## src/rtl/mcu_ctrl_pkg.sv

```systemverilog
// mcu_ctrl_pkg
// Shared encodings for the multicycle MCU controller, its datapath and bench:
// FSM state codes, ALU operation codes, mux-select codes, condition codes and
// the ALU-operation decode helper.
package mcu_ctrl_pkg;

    typedef enum logic [3:0] {
        S_FETCH  = 4'd0,
        S_DECODE = 4'd1,
        S_MEMADR = 4'd2,
        S_MEMRD  = 4'd3,
        S_MEMWB  = 4'd4,
        S_MEMWR  = 4'd5,
        S_EXECR  = 4'd6,
        S_EXECI  = 4'd7,
        S_ALUWB  = 4'd8,
        S_BRANCH = 4'd9
    } state_t;

    localparam logic [1:0] ALU_ADD = 2'b00;
    localparam logic [1:0] ALU_SUB = 2'b01;
    localparam logic [1:0] ALU_AND = 2'b10;
    localparam logic [1:0] ALU_ORR = 2'b11;

    localparam logic [1:0] SRC_B_RD2  = 2'b00;
    localparam logic [1:0] SRC_B_IMM  = 2'b01;
    localparam logic [1:0] SRC_B_FOUR = 2'b10;

    localparam logic [1:0] RES_ALUOUT = 2'b00;
    localparam logic [1:0] RES_RDATA  = 2'b01;
    localparam logic [1:0] RES_ALU    = 2'b10;

    localparam logic [1:0] IMM_U12 = 2'b00;
    localparam logic [1:0] IMM_B24 = 2'b10;

    localparam logic [1:0] OP_DP  = 2'b00;
    localparam logic [1:0] OP_MEM = 2'b01;
    localparam logic [1:0] OP_BR  = 2'b10;
    localparam logic [1:0] OP_ILL = 2'b11;

    localparam logic [3:0] COND_EQ = 4'b0000;
    localparam logic [3:0] COND_NE = 4'b0001;
    localparam logic [3:0] COND_GE = 4'b1010;
    localparam logic [3:0] COND_LT = 4'b1011;
    localparam logic [3:0] COND_GT = 4'b1100;
    localparam logic [3:0] COND_LE = 4'b1101;
    localparam logic [3:0] COND_AL = 4'b1110;

    // funct[4:1] -> ALU operation; unknown opcodes fall back to ADD.
    function automatic logic [1:0] alu_ctrl_decode(input logic [3:0] cmd);
        logic [1:0] op;
        case (cmd)
            4'b0100: op = ALU_ADD;
            4'b0010: op = ALU_SUB;
            4'b0000: op = ALU_AND;
            4'b1100: op = ALU_ORR;
            default: op = ALU_ADD;
        endcase
        return op;
    endfunction

endpackage

```

## src/rtl/mcu_multicycle_ctrl_cond.sv

```systemverilog
// mcu_cond_check
// Evaluates the instruction condition field against the registered NZCV flags.
// Ports:
//   cond_i     condition field instr[31:28]
//   nzcv_i     registered flags, N=[3] Z=[2] C=[1] V=[0]
//   cond_ex_o  1 when the instruction should execute
module mcu_cond_check
    import mcu_ctrl_pkg::*;
(
    input  logic [3:0] cond_i,
    input  logic [3:0] nzcv_i,
    output logic       cond_ex_o
);

    logic n, z, v;
    logic unused_carry;

    assign n = nzcv_i[3];
    assign z = nzcv_i[2];
    assign v = nzcv_i[0];
    // No supported condition looks at C.
    assign unused_carry = nzcv_i[1];

    always_comb begin
        cond_ex_o = 1'b0;
        case (cond_i)
            COND_EQ: cond_ex_o = z;
            COND_NE: cond_ex_o = ~z;
            COND_GE: cond_ex_o = (n == v);
            COND_LT: cond_ex_o = (n != v);
            COND_GT: cond_ex_o = ~z & (n == v);
            COND_LE: cond_ex_o = z | (n != v);
            COND_AL: cond_ex_o = 1'b1;
            default: cond_ex_o = 1'b0;
        endcase
    end

endmodule

```

## src/rtl/mcu_multicycle_ctrl.sv

```systemverilog
// mcu_multicycle_ctrl
// Multicycle control FSM: sequences one instruction at a time through
// fetch/decode/execute/memory/writeback, drives datapath selects and write
// enables, holds NZCV and gates execution on the condition field.
// Ports:
//   clk_i          clock, all state on posedge
//   rst_ni         synchronous active-low reset; also forces all outputs to 0
//   instr_i        IR contents (cond/op/funct/rd)
//   alu_flags_i    NZCV from the ALU this cycle
//   pc_write_o, ir_write_o, mem_we_o, reg_we_o       write enables
//   adr_src_o, alu_src_a_o, alu_src_b_o, alu_ctrl_o  datapath selects
//   result_src_o, imm_src_o, reg_src_o               datapath selects
//   illegal_op_o   one-cycle pulse in DECODE for op==11
//   state_o        current state code (debug)
//
// state  | meaning
// FETCH  | IR <= mem[PC], PC <= PC+4
// DECODE | read registers, evaluate condition, dispatch on op
// MEMADR | ALUOut <= base + imm12
// MEMRD  | read data memory at ALUOut
// MEMWB  | write loaded data to rd (or PC)
// MEMWR  | write RD2 to memory at ALUOut
// EXECR  | register-register ALU op
// EXECI  | register-immediate ALU op
// ALUWB  | write ALUOut to rd (or PC), optionally update flags
// BRANCH | PC <= PC+8 + sext(imm24)<<2
module mcu_multicycle_ctrl
    import mcu_ctrl_pkg::*;
#(
    parameter int ENABLE_COND = 1,
    parameter int FLAG_W      = 4
) (
    input  logic              clk_i,
    input  logic              rst_ni,
    input  logic [31:0]       instr_i,
    input  logic [FLAG_W-1:0] alu_flags_i,
    output logic              pc_write_o,
    output logic              ir_write_o,
    output logic              mem_we_o,
    output logic              reg_we_o,
    output logic              adr_src_o,
    output logic              alu_src_a_o,
    output logic [1:0]        alu_src_b_o,
    output logic [1:0]        alu_ctrl_o,
    output logic [1:0]        result_src_o,
    output logic [1:0]        imm_src_o,
    output logic [1:0]        reg_src_o,
    output logic              illegal_op_o,
    output logic [3:0]        state_o
);

    state_t            state_q, state_d;
    logic [FLAG_W-1:0] nzcv_q, nzcv_d;
    logic              cond_ex, cond_ok;
    logic [1:0]        op;
    logic [5:0]        funct;
    logic              rd_is_pc;
    logic              unused_instr_bits;

    assign op       = instr_i[27:26];
    assign funct    = instr_i[25:20];
    assign rd_is_pc = (instr_i[15:12] == 4'hF);
    assign unused_instr_bits = ^{instr_i[19:16], instr_i[11:0]};

    mcu_cond_check u_cond (
        .cond_i    (instr_i[31:28]),
        .nzcv_i    (nzcv_q[3:0]),
        .cond_ex_o (cond_ex)
    );

    assign cond_ok = (ENABLE_COND != 0) ? cond_ex : 1'b1;

    always_ff @(posedge clk_i) begin
        if (!rst_ni) begin
            state_q <= S_FETCH;
            nzcv_q  <= '0;
        end else begin
            state_q <= state_d;
            nzcv_q  <= nzcv_d;
        end
    end

    always_comb begin
        state_d      = state_q;
        nzcv_d       = nzcv_q;
        pc_write_o   = 1'b0;
        ir_write_o   = 1'b0;
        mem_we_o     = 1'b0;
        reg_we_o     = 1'b0;
        adr_src_o    = 1'b0;
        alu_src_a_o  = 1'b0;
        alu_src_b_o  = SRC_B_RD2;
        alu_ctrl_o   = ALU_ADD;
        result_src_o = RES_ALUOUT;
        imm_src_o    = IMM_U12;
        illegal_op_o = 1'b0;
        state_o      = state_q;
        // Register address steering follows the IR directly, not the state.
        reg_src_o    = {op == OP_MEM, op == OP_BR};

        case (state_q)
            S_FETCH: begin
                ir_write_o   = 1'b1;
                pc_write_o   = 1'b1;
                alu_src_a_o  = 1'b1;
                alu_src_b_o  = SRC_B_FOUR;
                result_src_o = RES_ALU;
                state_d      = S_DECODE;
            end
            S_DECODE: begin
                alu_src_a_o  = 1'b1;
                alu_src_b_o  = SRC_B_FOUR;
                result_src_o = RES_ALU;
                if (!cond_ok) begin
                    state_d = S_FETCH;
                end else begin
                    case (op)
                        OP_MEM:  state_d = S_MEMADR;
                        OP_DP:   state_d = funct[5] ? S_EXECI : S_EXECR;
                        OP_BR:   state_d = S_BRANCH;
                        default: begin
                            state_d      = S_FETCH;
                            illegal_op_o = 1'b1;
                        end
                    endcase
                end
            end
            S_MEMADR: begin
                alu_src_b_o = SRC_B_IMM;
                state_d     = funct[0] ? S_MEMRD : S_MEMWR;
            end
            S_MEMRD: begin
                adr_src_o = 1'b1;
                state_d   = S_MEMWB;
            end
            S_MEMWB: begin
                result_src_o = RES_RDATA;
                pc_write_o   = rd_is_pc;
                reg_we_o     = ~rd_is_pc;
                state_d      = S_FETCH;
            end
            S_MEMWR: begin
                adr_src_o = 1'b1;
                mem_we_o  = 1'b1;
                state_d   = S_FETCH;
            end
            S_EXECR: begin
                alu_ctrl_o = alu_ctrl_decode(funct[4:1]);
                state_d    = S_ALUWB;
            end
            S_EXECI: begin
                alu_src_b_o = SRC_B_IMM;
                alu_ctrl_o  = alu_ctrl_decode(funct[4:1]);
                state_d     = S_ALUWB;
            end
            S_ALUWB: begin
                result_src_o = RES_ALUOUT;
                pc_write_o   = rd_is_pc;
                reg_we_o     = ~rd_is_pc;
                if (funct[0]) begin
                    nzcv_d = alu_flags_i;
                end
                state_d = S_FETCH;
            end
            S_BRANCH: begin
                imm_src_o    = IMM_B24;
                alu_src_b_o  = SRC_B_IMM;
                result_src_o = RES_ALU;
                pc_write_o   = 1'b1;
                state_d      = S_FETCH;
            end
            default: begin
                // Unused codes recover to FETCH with every output quiet.
                reg_src_o = 2'b00;
                state_d   = S_FETCH;
            end
        endcase

        // Reset gates every output so nothing is written while it is held.
        if (!rst_ni) begin
            pc_write_o   = 1'b0;
            ir_write_o   = 1'b0;
            mem_we_o     = 1'b0;
            reg_we_o     = 1'b0;
            adr_src_o    = 1'b0;
            alu_src_a_o  = 1'b0;
            alu_src_b_o  = 2'b00;
            alu_ctrl_o   = 2'b00;
            result_src_o = 2'b00;
            imm_src_o    = 2'b00;
            reg_src_o    = 2'b00;
            illegal_op_o = 1'b0;
            state_o      = 4'd0;
        end
    end

endmodule
```

## config.mk

```make
export PLATFORM = sky130hd
export DESIGN_NAME = mcu_multicycle_ctrl
export DESIGN_NICKNAME = d
export VERILOG_FILES = /design/src/rtl/mcu_ctrl_pkg.sv /design/src/rtl/mcu_multicycle_ctrl_cond.sv /design/src/rtl/mcu_multicycle_ctrl.sv
export SDC_FILE = /design/constraint.sdc
export NUM_CORES = 1
export LEC_CHECK = 0
export BUFFER_PORTS_ARGS = -buffer_cell sky130_fd_sc_hd__buf_4
export CAP_MARGIN = 20
export CELL_PAD_IN_SITES_DETAIL_PLACEMENT = 1
export CELL_PAD_IN_SITES_GLOBAL_PLACEMENT = 1
export CORE_MARGIN = 2
export CORE_UTILIZATION = 27
export DETAILED_ROUTE_END_ITERATION = 16
export PLACE_DENSITY_LB_ADDON = 0.25
export SYNTH_ARGS = -nofsm -noshare
export SYNTH_HDL_FRONTEND = slang
export SYNTH_HIERARCHICAL = 1
export SYNTH_SLANG_ARGS = --single-unit
```

## constraint.sdc

```tcl
create_clock -name clk_i -period 3.78 [get_ports clk_i]
set_input_delay 0.567 -clock clk_i [delete_from_list [all_inputs] [get_ports clk_i]]
set_output_delay 0.567 -clock clk_i [all_outputs]
set_load 0.005 [all_outputs]
```

==> summary.md, run 1 <==
| Metric | Value |
|---|---|
| Status | `complete, no violations` |
| Final Setup Violations | `0` |
| Skew-Pair Late Insertion Delay | `240 ps` |
| # Post-CTS Setup Buffers | `0` |
| Die area | `0.00317 mm2` |
| Avg Inst Size Synth | `7.24 um2` |
| PD cells | `202 mW/mm2` |
| DR WL/cell | `13.6 um` |
| Mapped cell area | `738 um2` |
| Residual DRC | `0` |
| N_diodes | `0` |
| Clock Pin Slew Worst Setup and Hold Paths | `50 ps` |
| # nets final | `175` |
| Slew Viols, Final | `0` |
| Final hold slack | `491 ps` |
| Min-delay worst type | `reg -> reg` |
| CTS HTree Levels | `1` |
| Cells after synthesis | `102` |
| Root Buffer | `clkbuf_4` |
| Deepest clock path buffer count | `2` |
| Vias in the first global route | `785` |
| Final setup TNS | `0 ps` |
| GRT overflow | `0` |
| Peak supply drop | `0.158 mV` |
| Max Clk Rate | `0.400 GHz` |
| Initial Util | `29.0%` |
| Inserted Clock Buffers | `3` |
| DR vias | `860` |
| Largest net degree at the start of global routing | `18` |
| Time the worst path needs with I/O delays and setup | `2500 ps` |
| Layout cells sized above 1 | `36.8%` |
| IO Port Bufs | `40` |
| Commonest cells after routing, fill and taps aside | `buf_4, nand2_1, nor2_1, dfxtp_1` |
| CTS Hold Bufs | `0` |
| Part of the cycle the worst path needs | `66.1%` |
| ANT nets after route | `0` |
| Die height | `56.3 um` |
| Layout fillers | `342` |
| Clk_skew | `1.42 ps` |
| Gpl congestion | `0.713` |
| Area growth syn-to-layout | `40.7%` |
| Critical path peak fanout | `15` |
| Commonest non-fill, non-tap cell in the layout | `buf_4` |
| Crit end category | `output pin` |
| Reg2Reg Setup Slack | `2200 ps` |
| Row cnt | `18` |
| Starting DRT DRC Count | `26` |
| Unrepaired setup endpoints after global routing | `false` |
| # resized after CTS | `0` |
| Worst-Margin Slew | `592 ps` |
| WP data required | `3210 ps` |
| Inst Count DP | `162` |
| Top-level I/O count | `59` |
| DP Worst Slack | `1360 ps` |
| Area of the core | `0.00254 mm2` |
| 1st-pass router iterations | `4` |
| CTS tree | `built` |
| Via density | `5.18` |
| First-pass GRT wire length | `3530 um` |
| Final hold viol count | `0` |
| CP startpoint kind | `flip-flop` |
| WS Path Type | `reg -> out` |
| Worst Path Arrival | `1930 ps` |
| Max_cap viols | `0` |
| DP HPWL | `1780 um` |
| Count of yosys warnings during synthesis | `6` |
| Die X | `56.3 um` |
| CTS sink cnt | `7` |
| Routed WL | `2250 um` |
| Initial antenna violation count | `0` |
| Gr usage total | `13.7%` |
| Max transition margin | `60.5%` |
| Fin cells | `166` |
| Leakage | `0.000453 uW` |
| Syn Nets | `140` |
| Setup ws final | `1280 ps` |
## worst paths after layout
kind | from | end | depth (start not counted)
setup / recovery | state_q[2] | alu_ctrl_o[1] | 4
hold / removal | nzcv_q[3] | nzcv_q[3] | 2
setup reg to reg | nzcv_q[0] | state_q[3] | 7
hold reg to reg | nzcv_q[3] | nzcv_q[3] | 2
## state kept, by name, summed over array words and instances (netlist names)
| signal | cells |
|---|---|
| state_q | 4 |
| nzcv_q | 3 |
## through the flow
stage / total power, uW / util [%] / cell area [um2]
finish: 210 / 40.8 / 1040
global route: 226 / 40.8 / 1040
CTS: 214 / 40.8 / 1040
detailed placement: 146 / 39.8 / 1010
global placement: 143 / 39.8 / 1010
floorplan: 112 / - / 738
## final cells by class
| class | instances | area [um2] | share of cell area [%] |
|---|---|---|---|
| multi-input combinational | 81 | 517 | 49.8 |
| sequential | 7 | 140 | 13.5 |
| tap | 30 | 37.5 | 3.61 |
| timing repair buffer | 40 | 300 | 28.9 |
| clock buffer | 4 | 26.3 | 2.53 |
| inverter | 4 | 17.5 | 1.69 |
## power breakdown
group / internal, uW / switching, uW
clock: 40.2 / 25.7
combinational: 33.7 / 29.3
sequential: 75.7 / 5.17
total: 150 / 60.2
## per-layer routing
metal / vias up / share of wire [%] / track usage, %
li1: 429 / - / -
met1: 412 / 42 / 17.4
met2: 19 / 53 / 23.9
met3: 0 / 4.8 / 4.15
met4: 0 / 0 / 1.02
met5: - / 0 / 0
## worst max-delay path: stages, from the launching register on
cell	delay (ps)
dfxtp_1	690
and2_1	230
or4b_4	470
nor3_2	160
buf_4	130
Power figures use the tool's default switching activity.
==> inputs of run 2 (changes only) <==
ABC_AREA = 1   (was unset)
CORE_UTILIZATION = 25   (was 27)
clock period = 2.5 ns   (was 3.78 ns; I/O delays follow)
==> run 2 against run 1 <==
- combinational power is 64% higher
- core utilization is 3.0 points lower
- cell area is 11% higher
- register-to-register slack worse by 1100 ps
- cell count is 42% higher
- critical path type unchanged
- highest routed layer is now met4
==> summary.md, run 2 <==
| Metric | Value |
|---|---|
| Status | `complete, no violations (unchanged)` |
| Area of the core | `0.00305 mm2 (was 0.00254 mm2)` |
| Hold path startpoint | `alu_flags_i[3] (was nzcv_q[3])` |
| R2r endpoint | `state_q[2] (was state_q[3])` |
| PD cells | `286 mW/mm2 (was 202 mW/mm2)` |
| Worst setup endpoint | `illegal_op_o (was alu_ctrl_o[1])` |
| Peak supply drop | `0.0932 mV (was 0.158 mV)` |
| Mapped cell area | `802 um2 (was 738 um2)` |
| Clock Pin Slew Worst Setup and Hold Paths | `50 ps (about the same)` |
| Comb power frac | `31.2% (was 30.0%)` |
| Routed WL | `2380 um (was 2250 um)` |
| Worst R2R Path Depth | `10 (was 7)` |
| Regs by FF count | `state_q x4, nzcv_q x3 (unchanged)` |
| Clk_skew | `4.84 ps (was 1.42 ps)` |
| Gpl congestion | `0.731 (was 0.713)` |
| Time the worst path needs with I/O delays and setup | `1900 ps` |
| Initial Util | `26.3% (was 29.0%)` |
| Sw Share | `31.8% (was 28.7%)` |
| Origin of the worst setup path | `nzcv_q[3] (was state_q[2])` |
| Syn Nets | `188 (was 140)` |
| First-pass GRT wire length | `3890 um (was 3530 um)` |
| Hold depth | `3 (was 2)` |
| Commonest non-fill, non-tap cell in the layout | `nand2_1 (was buf_4)` |
| CTS HTree Levels | `1 (unchanged)` |
| Final hold viol count | `0 (unchanged)` |
| Largest register by flop count | `state_q (unchanged)` |
| Die X | `60.6 um (was 56.3 um)` |
| DR WL/cell | `10.1 um (was 13.6 um)` |
| IO Port Bufs | `40 (unchanged)` |
| # Post-CTS Setup Buffers | `0 (unchanged)` |
| CTS sink cnt | `7 (unchanged)` |
| Layout cells sized above 1 | `29.3% (was 36.8%)` |
| CTS Hold Bufs | `0 (unchanged)` |
| Slew Viols, Final | `0 (unchanged)` |
| Gr usage total | `13.9% (was 13.7%)` |
| Worst Path Arrival | `1520 ps (was 1930 ps)` |
| Leakage | `0.000641 uW (was 0.000453 uW)` |
| DR vias | `1027 (was 860)` |
| Skew-Pair Late Insertion Delay | `250 ps (was 240 ps)` |
| N_diodes | `0 (unchanged)` |
| # nets final | `230 (was 175)` |
| Via density | `4.37 (was 5.18)` |
| GRT overflow | `0 (unchanged)` |
| Commonest cells after routing, fill and taps aside | `nand2_1, buf_4, inv_1 (was buf_4, nand2_1, nor2_1, dfxtp_1)` |
| Crit end category | `output pin (unchanged)` |
| Die area | `0.00368 mm2 (was 0.00317 mm2)` |
| Vias in the first global route | `964 (was 785)` |
| Clock power frac | `32.0% (was 31.4%)` |
| ANT nets after route | `0 (unchanged)` |
| 1st-pass router iterations | `3 (was 4)` |
| DP Worst Slack | `774 ps (was 1360 ps)` |
| Min-delay worst type | `in -> reg (was reg -> reg)` |
| Inserted Clock Buffers | `3 (unchanged)` |
| Max Clk Rate | `0.527 GHz` |
| # resized after CTS | `0 (unchanged)` |
| Die height | `60.6 um (was 56.3 um)` |
| Starting DRT DRC Count | `27 (was 26)` |
| Final setup TNS | `0 ps (unchanged)` |
| Residual DRC | `0 (unchanged)` |
| Largest net degree at the start of global routing | `15 (was 18)` |
| Largest register FFs | `4 (unchanged)` |
| Row cnt | `20 (was 18)` |
| CTS tree | `built (unchanged)` |
| CP startpoint kind | `flip-flop (unchanged)` |
| Critical path peak fanout | `4 (was 15)` |
| Unrepaired setup endpoints after global routing | `false (unchanged)` |
| Area growth syn-to-layout | `44.0% (was 40.7%)` |
| Setup ws final | `601 ps (was 1280 ps)` |
| Reg2Reg Setup Slack | `1130 ps (was 2200 ps)` |
| Sequential Power Share | `36.9% (was 38.6%)` |
| Part of the cycle the worst path needs | `76.0%` |
| Deepest clock path buffer count | `2 (unchanged)` |
| Reg2reg start | `nzcv_q[3] (was nzcv_q[0])` |
| Cells after synthesis | `150 (was 102)` |
| Top-level I/O count | `59 (unchanged)` |
| Initial antenna violation count | `0 (unchanged)` |
| WS Path Type | `reg -> out (unchanged)` |
| Int Pwr | `225 uW (was 150 uW)` |
| Sw power | `105 uW (was 60.2 uW)` |
| Avg Inst Size Synth | `5.35 um2 (was 7.24 um2)` |
| WP data required | `2120 ps (was 3210 ps)` |
| Root Buffer | `clkbuf_4 (unchanged)` |
| Max_cap viols | `0 (unchanged)` |
| Final Setup Violations | `0 (unchanged)` |
| DP HPWL | `1980 um (was 1780 um)` |
| Count of yosys warnings during synthesis | `6 (unchanged)` |
run 2: power by group through the flow:
stage | Combinational (uW) | Clock [uW] | Sequential (uW)
finish | 103 | 106 | 122
global route | 118 | 114 | 122
floorplan | 53.4 | 0 | 121
global placement | 102 | 0 | 124
CTS | 105 | 110 | 122
detailed placement | 105 | 0 | 124
run 2: layout make-up:
| type | instances | area [um2] |
|---|---|---|
| Tap cell | 44 | 55.1 |
| Inverter | 28 | 105 |
| Sequential cell | 7 | 140 |
| Clock buffer | 4 | 26.3 |
| Multi-Input combinational cell | 112 | 528 |
| Timing Repair Buffer | 40 | 300 |
| Fill cell | 453 | 1900 |
run 2: how the worst min path moves through the flow:
stage | end
CTS | nzcv_q[3]
finish | nzcv_q[3]
detailed placement | nzcv_q[2]
global route | nzcv_q[3]
floorplan | nzcv_q[2]
global placement | nzcv_q[2]
run 2: layer usage:
layer	routed length (um)	GRT usage, %	up-vias
li1	-	-	540
met1	1060	17.6	460
met2	1170	24.6	25
met3	127	0.640	2
met4	27	5.59	0
met5	0	0	-
run 2: critical path: stages (launching register included):
cell and delay (ps):
dfxtp_1 370, inv_1 70, nand2_1 90, nand2_1 80
o21ai_1 120, nand2_1 60, nand2_1 140, nand2_1 70
nor3_1 130, buf_4 140
run 2: through the flow:
step | util, % | std cells | hold WS [ps] | total power (uW) | area, um2
4_1_cts | 37.8 | 235 | 344 | 337 | 1150
3_3_place_gp | 37.0 | 231 | 526 | 226 | 1130
3_5_place_dp | 37.0 | 231 | 535 | 229 | 1130
6_report | 37.8 | 235 | 348 | 331 | 1150
5_1_grt | 37.8 | 235 | 364 | 354 | 1150
2_1_floorplan | - | 150 | 502 | 175 | 802
==> inputs of run 3 (changes only) <==
ABC_AREA = 0   (was 1)
clock period = 1.8 ns   (was 2.5 ns; I/O delays follow)
==> run 3 against run 2 <==
- the run now ends with negative setup slack left
- combinational power rose by 71%
- non-clock buffer count rose by 17
- critical endpoint is now alu_ctrl_o[1]
- highest routed layer is now met3
- critical path depth fell by 5
- hold slack got worse by 83 ps
- die area fell by 7.4%
==> summary.md, run 3 (synthesized netlist as in run 1, its figures left out) <==
| Metric | Value |
|---|---|
| IO Port Bufs | `40 (unchanged)` |
| Final hold slack | `264 ps (was 348 ps)` |
| Die height | `58.3 um (was 60.6 um)` |
| Inst Count DP | `172 (was 231)` |
| Time the worst path needs with I/O delays and setup | `1830 ps` |
| Largest register FFs | `4 (unchanged)` |
| Clk_skew | `5.49 ps (was 4.84 ps)` |
| WP data required | `1530 ps (was 2120 ps)` |
| CTS HTree Levels | `1 (unchanged)` |
| Hold path startpoint | `instr_i[26] (was alu_flags_i[3])` |
| Residual DRC | `0 (unchanged)` |
| Die X | `58.3 um (was 60.6 um)` |
| Min-delay worst type | `in -> reg (unchanged)` |
| Final Setup Violations | `1 (was 0)` |
| Inserted Clock Buffers | `3 (unchanged)` |
| Failing checks | `negative setup slack` |
| Register area | `151 um2 (was 140 um2)` |
| Regs by FF count | `state_q x4, nzcv_q x3 (unchanged)` |
| Max Clk Rate | `0.547 GHz` |
| 1st-pass router iterations | `4 (was 3)` |
| First-pass GRT wire length | `4100 um (was 3890 um)` |
| Max_cap viols | `0 (unchanged)` |
| Part of the cycle the worst path needs | `102%` |
| Routed WL | `2660 um (was 2380 um)` |
| Largest register by flop count | `state_q (unchanged)` |
| Origin of the worst setup path | `state_q[2] (was nzcv_q[3])` |
| CP peak stage delay | `470 ps (was 370 ps)` |
| Comb power frac | `36.0% (was 31.2%)` |
| DR vias | `939 (was 1027)` |
| DR WL/cell | `14.4 um (was 10.1 um)` |
| Setup ws final | `-27.6 ps (was 601 ps)` |
| GRT overflow | `0 (unchanged)` |
| Leakage | `0.000559 uW (was 0.000641 uW)` |
| Final instance area | `0.00124 mm2 (was 0.00115 mm2)` |
| Initial antenna violation count | `0 (unchanged)` |
| Crit end category | `output pin (unchanged)` |
| Placed cell area | `0.00108 mm2 (was 0.00113 mm2)` |
| Sw Share | `30.5% (was 31.8%)` |
| Area growth syn-to-layout | `68.6% (was 44.0%)` |
| Top-level I/O count | `59 (unchanged)` |
| Gpl congestion | `0.805 (was 0.731)` |
| Reg2reg start | `nzcv_q[0] (was nzcv_q[3])` |
| Final setup TNS | `-27.6 ps (was 0 ps)` |
| Initial Util | `26.5% (was 26.3%)` |
| CP startpoint kind | `flip-flop (unchanged)` |
| Gr usage total | `15.1% (was 13.9%)` |
| Commonest non-fill, non-tap cell in the layout | `buf_4 (was nand2_1)` |
| Unrepaired setup endpoints after global routing | `true (was false)` |
| PD cells | `392 mW/mm2 (was 286 mW/mm2)` |
| Final hold viol count | `0 (unchanged)` |
| Starting DRT DRC Count | `23 (was 27)` |
| CTS Hold Bufs | `0 (unchanged)` |
| # nets final | `192 (was 230)` |
| Skew-Pair Late Insertion Delay | `260 ps (was 250 ps)` |
| Slew Viols, Final | `0 (unchanged)` |
| CP max stage cell | `or4b_4 (was dfxtp_1)` |
| Multi-input gate area | `567 um2 (was 528 um2)` |
| N_diodes | `0 (unchanged)` |
| Layout fillers | `353 (was 453)` |
| Largest net degree at the start of global routing | `16 (was 15)` |
| Top Family by Delay on Critical Path | `simple AND/OR/NAND/NOR gates (unchanged)` |
| Fin cells | `184 (was 235)` |
| WS Path Type | `reg -> out (unchanged)` |
| Critical Path, Cell by Cell | `and2_4 -> or4b_4 -> nor3_2 -> buf_4 (was inv_1 -> nand2_1 -> nand2_1 -> o21ai_1 -> nand2_1 -> nand2_1 -> nand2_1 -> nor3_1 -> buf_4)` |
| Critical path peak fanout | `4 (unchanged)` |
| Via density | `5.10 (was 4.37)` |
| Clock Pin Slew Worst Setup and Hold Paths | `60 ps (was 50 ps)` |
| Deepest clock path buffer count | `2 (unchanged)` |
| ANT nets after route | `0 (unchanged)` |
| Sw power | `149 uW (was 105 uW)` |
| DP HPWL | `2030 um (was 1980 um)` |
| CTS sink cnt | `7 (unchanged)` |
| Die area | `0.00340 mm2 (was 0.00368 mm2)` |
| Status | `complete, but fails checks (was complete, no violations)` |
| Vias in the first global route | `966 (was 964)` |
| CTS tree | `built (unchanged)` |
| Int Pwr | `339 uW (was 225 uW)` |
| Layout cells sized above 1 | `53.6% (was 29.3%)` |
| Root Buffer | `clkbuf_4 (unchanged)` |
| Sequential Power Share | `33.5% (was 36.9%)` |
| Peak supply drop | `0.385 mV (was 0.0932 mV)` |
| Power, Total | `487 uW (was 331 uW)` |
| Worst Path Arrival | `1560 ps (was 1520 ps)` |
| Commonest cells after routing, fill and taps aside | `buf_4, nand2_1, nor2_1 (was nand2_1, buf_4, inv_1)` |
| Row cnt | `19 (was 20)` |
| Clock power frac | `30.5% (was 32.0%)` |
| Bufs and invs on worst path | `1 (was 2)` |
| Area of the core | `0.00278 mm2 (was 0.00305 mm2)` |
==> run 3: worst paths after layout <==
check | slack, ps | to | cells after the start
min reg2reg | 480 | nzcv_q[0] | 2
max | -30 | alu_ctrl_o[1] | 4
max reg2reg | 210 | state_q[3] | 8
min | 260 | state_q[2] | 2
==> run 3: final cells by class <==
cell class	instances	share of cell area (%)
Multi-Input combinational cell	81	45.5
Timing Repair Buffer	57	35.7
Sequential cell	7	12.2
Tap cell	31	3.12
Clock buffer	4	2.11
Inverter	4	1.41
==> run 3: power by group through the flow <==
stage          clock network [uW]  logic (uW)  registers (uW)
3_3_place_gp                    0         150             169
4_1_cts                       155         165             163
2_1_floorplan                   0        72.1             163
3_5_place_dp                    0         156             169
6_report                      149         176             163
5_1_grt                       166         193             164
==> run 3: per-stage QoR <==
stage / utilization (%) / worst slack, ps
6_report: 44.8 / -27.6
5_1_grt: 44.8 / -114
4_1_cts: 42.5 / -50.7
3_5_place_dp: 38.9 / 5.43
3_3_place_gp: 38.9 / 83.3
2_1_floorplan: - / 338
==> run 3: routing by layer <==
| metal | vias to the layer above | global-route usage [%] | part of all wire, % |
|---|---|---|---|
| met3 | 0 | 3.30 | 4.2 |
| met4 | 0 | 1.99 | 0 |
| met1 | 449 | 17.0 | 39 |
| met5 | - | 0 | 0 |
| li1 | 463 | - | - |
| met2 | 27 | 29.4 | 56 |
==> run 3: repair_timing <==
item / CTS / global route
cloned: 0 / 0
pin swaps: 6 / 8
buffers inserted: 4 / 4
setup endpoints to repair: 4 / 8
resized for setup: 9 / 12
